## config.mk

```make
export PLATFORM = sky130hd
export DESIGN_NAME = led_bank_scheduler
export DESIGN_NICKNAME = d
export VERILOG_FILES = /design/src/rtl/led_bank_scheduler.sv
export SDC_FILE = /design/constraint.sdc
export NUM_CORES = 1
export LEC_CHECK = 0
export CORE_MARGIN = 1
export CORE_UTILIZATION = 45
export CTS_CLUSTER_DIAMETER = 30
export CTS_CLUSTER_SIZE = 12
export DETAILED_ROUTE_END_ITERATION = 6
export PLACE_DENSITY = 0.8
export SYNTH_ARGS = -nofsm -noshare
export SYNTH_HDL_FRONTEND = slang
export SYNTH_SLANG_ARGS = --single-unit
```

## constraint.sdc

```tcl
create_clock -name clk -period 3.1 [get_ports clk]
set_input_delay 0.93 -clock clk [delete_from_list [all_inputs] [get_ports clk]]
set_output_delay 0.93 -clock clk [all_outputs]
set_load 0.005 [all_outputs]
```

## src/rtl/led_bank_scheduler.sv

```systemverilog
// Round-robin time-slot scheduler for the 16-LED bank, with its own tick.
// Optional macro LED_SCHED_PREEMPT_EN makes requester 0 preempt on a tick.
module led_bank_scheduler #(
  parameter int NREQ       = 4,
  parameter int TICK_DIV   = 50_000_000,
  parameter int SLOT_TICKS = 8,
  localparam int OW        = $clog2(NREQ)
) (
  input  logic               clk,
  input  logic               rst,
  input  logic [NREQ-1:0]    req,
  input  logic [NREQ-1:0]    done,
  input  logic [NREQ*16-1:0] pattern,
  output logic               tick,
  output logic [NREQ-1:0]    grant,
  output logic [OW-1:0]      owner,
  output logic               busy,
  output logic [15:0]        LED
);

  localparam int TW = $clog2(TICK_DIV);
  localparam int SW = $clog2(SLOT_TICKS + 1);

  typedef enum logic [1:0] {
    S_IDLE,
    S_OWN,
    S_GAP
  } state_t;

  state_t          r_state;
  state_t          w_next;
  logic [TW-1:0]   r_tcnt;
  logic [SW-1:0]   r_slot;
  logic [OW-1:0]   r_rr;
  logic [OW-1:0]   r_owner;
  logic [NREQ-1:0] r_grant;
  logic [15:0]     r_led;

  logic            w_tick;
  logic            w_found;
  logic [OW-1:0]   w_win;
  logic [15:0]     w_pat;
  logic [NREQ-1:0] w_ownhot;
  logic            w_others;
  logic            w_expire;
  logic            w_preempt;
  logic            w_rel;

`ifdef LED_SCHED_PREEMPT_EN
  logic            r_pre;
`endif

  assign w_tick = (r_tcnt == TW'(TICK_DIV - 1));

  // Free-running tick divider, independent of the scheduler state
  always_ff @(posedge clk) begin
    if (rst) r_tcnt <= '0;
    else if (w_tick) r_tcnt <= '0;
    else r_tcnt <= r_tcnt + TW'(1);
  end

  // Round-robin search starting just after the last winner
  always_comb begin
    w_found = 1'b0;
    w_win   = '0;
    for (int k = 1; k <= NREQ; k++) begin
      if (!w_found && req[(int'(r_rr) + k) % NREQ]) begin
        w_found = 1'b1;
        w_win   = OW'((int'(r_rr) + k) % NREQ);
      end
    end
`ifdef LED_SCHED_PREEMPT_EN
    if (r_pre && req[0]) begin
      w_found = 1'b1;
      w_win   = '0;
    end
`endif
  end

  // Pattern mux for the current owner
  always_comb begin
    w_pat = '0;
    for (int i = 0; i < NREQ; i++) begin
      if (r_owner == OW'(i)) w_pat = pattern[i*16 +: 16];
    end
  end

  assign w_ownhot = NREQ'(1) << r_owner;
  assign w_others = |(req & ~w_ownhot);
  assign w_expire = w_tick && (r_slot == SW'(SLOT_TICKS - 1));

`ifdef LED_SCHED_PREEMPT_EN
  assign w_preempt = w_tick && req[0] && (r_owner != '0);
`else
  assign w_preempt = 1'b0;
`endif

  assign w_rel = !req[r_owner] || done[r_owner] ||
                 (w_expire && w_others) || w_preempt;

  // State register
  always_ff @(posedge clk) begin
    if (rst) r_state <= S_IDLE;
    else r_state <= w_next;
  end

  // Next-state: arbitrate when not owning, release on any cause
  always_comb begin
    w_next = r_state;
    unique case (r_state)
      S_IDLE, S_GAP: w_next = w_found ? S_OWN : S_IDLE;
      S_OWN:         if (w_rel) w_next = S_GAP;
      default:       w_next = S_IDLE;
    endcase
  end

  // Grant, owner, slot counter and registered LED bank
  always_ff @(posedge clk) begin
    if (rst) begin
      r_owner <= '0;
      r_rr    <= OW'(NREQ - 1);
      r_slot  <= '0;
      r_grant <= '0;
      r_led   <= '0;
`ifdef LED_SCHED_PREEMPT_EN
      r_pre   <= 1'b0;
`endif
    end else if (r_state != S_OWN) begin
      r_led <= '0;
      if (w_found) begin
        r_owner <= w_win;
        r_rr    <= w_win;
        r_slot  <= '0;
        r_grant <= NREQ'(1) << w_win;
`ifdef LED_SCHED_PREEMPT_EN
        r_pre   <= 1'b0;
`endif
      end
    end else if (w_rel) begin
      r_grant <= '0;
      r_led   <= '0;
`ifdef LED_SCHED_PREEMPT_EN
      r_pre   <= w_preempt;
`endif
    end else begin
      r_led <= w_pat;
      if (w_tick) begin
        if (w_expire) r_slot <= '0;
        else if (r_slot != SW'(SLOT_TICKS)) r_slot <= r_slot + SW'(1);
      end
    end
  end

  assign tick  = w_tick;
  assign grant = r_grant;
  assign owner = r_owner;
  assign busy  = (r_state == S_OWN);
  assign LED   = r_led;

endmodule
```

==> impl_metrics.toml <==
[die]
die_area_mm2 = 0.00653
ios = 98
die_y_um = 80.8
rows = 28
initial_core_util_pct = 47.0
die_w_um = 80.8
coreArea_mm2 = 0.00596

[placement]
portBuffers = 97
place_congestion = 0.881
pre_cts_slack_ns = 0.214
placed_area_mm2 = 0.00382
dp_hpwl_um = 5580

[clock_network]
cts_buffers = 5
cts_htree_levels = 2
ctsHoldBuffers = 0
cts_buffer_depth = 2
cts_tree = "done"
clkLatencyLatePin_ns = 0.32
cts_sinks = 56
post_cts_buffers = 0
clkSlewWorstSetupHoldPaths_ns = 0.09
root_buffer = "clkbuf_8"

[setup_path]
cp_max_fo = 4
worstPathArrival_ns = 1.77
worstRegToRegCells = 7
r2r-start = "r_tcnt[0]$_SDFF_PP0_"
r2r_end = "grant[2]$_SDFFE_PP0P_"
worstSetupEndpointType = "output port"
cp.required_ns = 2.17
r2r_setup_slack_ns = 0.65
crit_path_start_kind = "flop"
path_class = "flop to output port"

[yosys]
yosysTopAreaCell = "dfxtp_1"
synth-seq-cells = 56
synth_enable_flop_cells = 0
syn_area_per_cell_um2 = 9.48
yosysSeqAreaShare_pct = 40.1
netlist_area_mm2 = 0.00280
yosys-top-cells-count = "56 x dfxtp_1, 38 x nor2_1, 21 x nand2_1, 17 x and3_1, 16 x mux4_2"
synth_top_area_share_pct = 40.1
synth_ff_type = "dfxtp_1"
yosys_warnings = 0
synthCells = 295
async_reset_ff_share_pct = 0
syn_nets = 372
yosysMostFrequentCell = "dfxtp_1"
synth_cell_types = 46
synth_area_leaders = "dfxtp_1 40%, mux4_2 13%, nor2_1 5.1%"

[worst_hold_path]
hold_class = "flop to flop"
holdPathStages = 1
holdCritStartpoint = "r_tcnt[0]$_SDFF_PP0_"
worstHoldEndpoint = "r_tcnt[0]$_SDFF_PP0_"

[power_and_ir_drop]
totalPowerFinal_mw = 1.56
p_per_area_mw_per_mm2 = 397
p_leak_nw = 1.45
ir_worst_vdd_uv = 340

[timing]
maxSlewViolCount = 0
setup_ws_ns = 0.396
rsz0062_at_grt = "no"
finalSetupViolCount = 0
min_period_over_period_pct = 87.2
hold_viol_final = 0
tns_ns = 0
finalClockSkew_ns = 0.0150
worst_slew_pin_slew_ns = 0.808
period_needed_ns = 2.70
max_slew_margin_pct = 45.9
max_freq_ghz = 0.370

[status]
status = "complete, no violations"

[global_routing]
grt.overflow.total = 0
antenna_found_initial = 0
grt_pass1_wl_um = 11400
grt_max_degree = 26
grt_pass1_vias = 2401
track_usage_pct = 22.6

[routing]
drt-initial-drc-count = 146
wl_per_cell_um = 15.7
drc = 0
ant_nets = 0
routed_wl_um = 7280
viasPerCell = 5.59
dr_total_vias = 2599
dr.pass1.iters = 4

[layout]
n_antenna_cell = 0
syn_to_final_growth_pct = 40.3
fin_area_mm2 = 0.00392
drive_gt1_share_pct = 10.5
final_util_pct = 65.9
final_net_count = 466

[job]
max_cap_viol_count = 0
[cells in the final DEF, fill, tap and decap left out, drive strengths merged, types with 9 or more instances in the layout]
master,count
clkdlybuf4s50,96
dfxtp,56
nor2,38
nand2,21
and3,17
mux4,16
xor2,13
nand3,11
inv,10
nand4,10
a21oi,9
xnor2,9
[kinds of logic (layout without fill, tap and decap cells)]
logic type	after synthesis	in the layout	share of synthesized area, %
xor gates and xnor gates	22	22	6.89
and+or+nand+nor	136	136	25.8
buffers and inverters	25	120	4.12
DFF	56	56	40.1
adders and majority gates	3	3	1.34
AOI/OAI and AO/OA	35	35	8.19
muxes	18	18	13.6
[power by group]
group	internal (mW)	total [mW]	switching (mW)
Clock	0.161	0.400	0.238
Sequential	0.750	0.768	0.0177
Combinational	0.231	0.391	0.160
Total	1.14	1.56	0.416
[worst max-delay path, stage by stage, from the launching register on]
cell	delay (ns)
dfxtp_2	0.36
ha_2	0.21
nand4_1	0.11
or4_4	0.52
nor2_2	0.14
dlymetal6s2s_1	0.14
[what timing repair did]
item | in CTS | in global routing
gates resized for setup | 6 | 2
pin swaps | 0 | 0
setup endpoints to repair | 1 | 1
gates cloned | 0 | 0
[final cells by class]
cell class / count / area (µm²)
fill: 470 / 2030
clock inverter: 2 / 16.3
inverter: 10 / 37.5
sequential: 56 / 1130
clock buffer: 6 / 72.6
timing repair buffer: 102 / 1010
tap: 75 / 93.8
multi-input combinational: 214 / 1570
[state kept, by name (all words and copies together) (netlist names)]
name     flops
r_tcnt      26
LED         16
grant        4
r_slot       4
owner        2
r_rr         2
r_state      2
[routing by layer]
| metal | wire (µm) | GRT usage [%] |
|---|---|---|
| met1 | 3040 | 26.3 |
| met2 | 3450 | 39.1 |
| met3 | 623 | 5.62 |
| met4 | 160 | 10.0 |
| met5 | 0 | 0 |
[worst max-delay path by stage]
stage / start / endpoint / slack, ns / depth (start not counted)
2_1_floorplan: r_tcnt[0]$_SDFF_PP0_ / r_slot[2]$_SDFFE_PP0P_ / 0.84 / 8
3_3_place_gp: req[1] / LED[2]$_SDFF_PP0_ / 0.28 / 7
3_5_place_dp: req[1] / LED[1]$_SDFF_PP0_ / 0.21 / 7
4_1_cts: r_tcnt[0]$_SDFF_PP0_ / tick / 0.005 / 5
5_1_grt: r_state[0]$_SDFFE_PP0P_ / busy / 0.32 / 3
6_report: r_tcnt[0]$_SDFF_PP0_ / tick / 0.40 / 5
[metrics by stage]
stage	hold WS (ns)	cells
2_1_floorplan	0.415	295
3_3_place_gp	0.430	457
3_5_place_dp	0.435	457
4_1_cts	0.436	465
5_1_grt	0.452	465
6_report	0.430	465
Power figures use the tool's default switching activity.
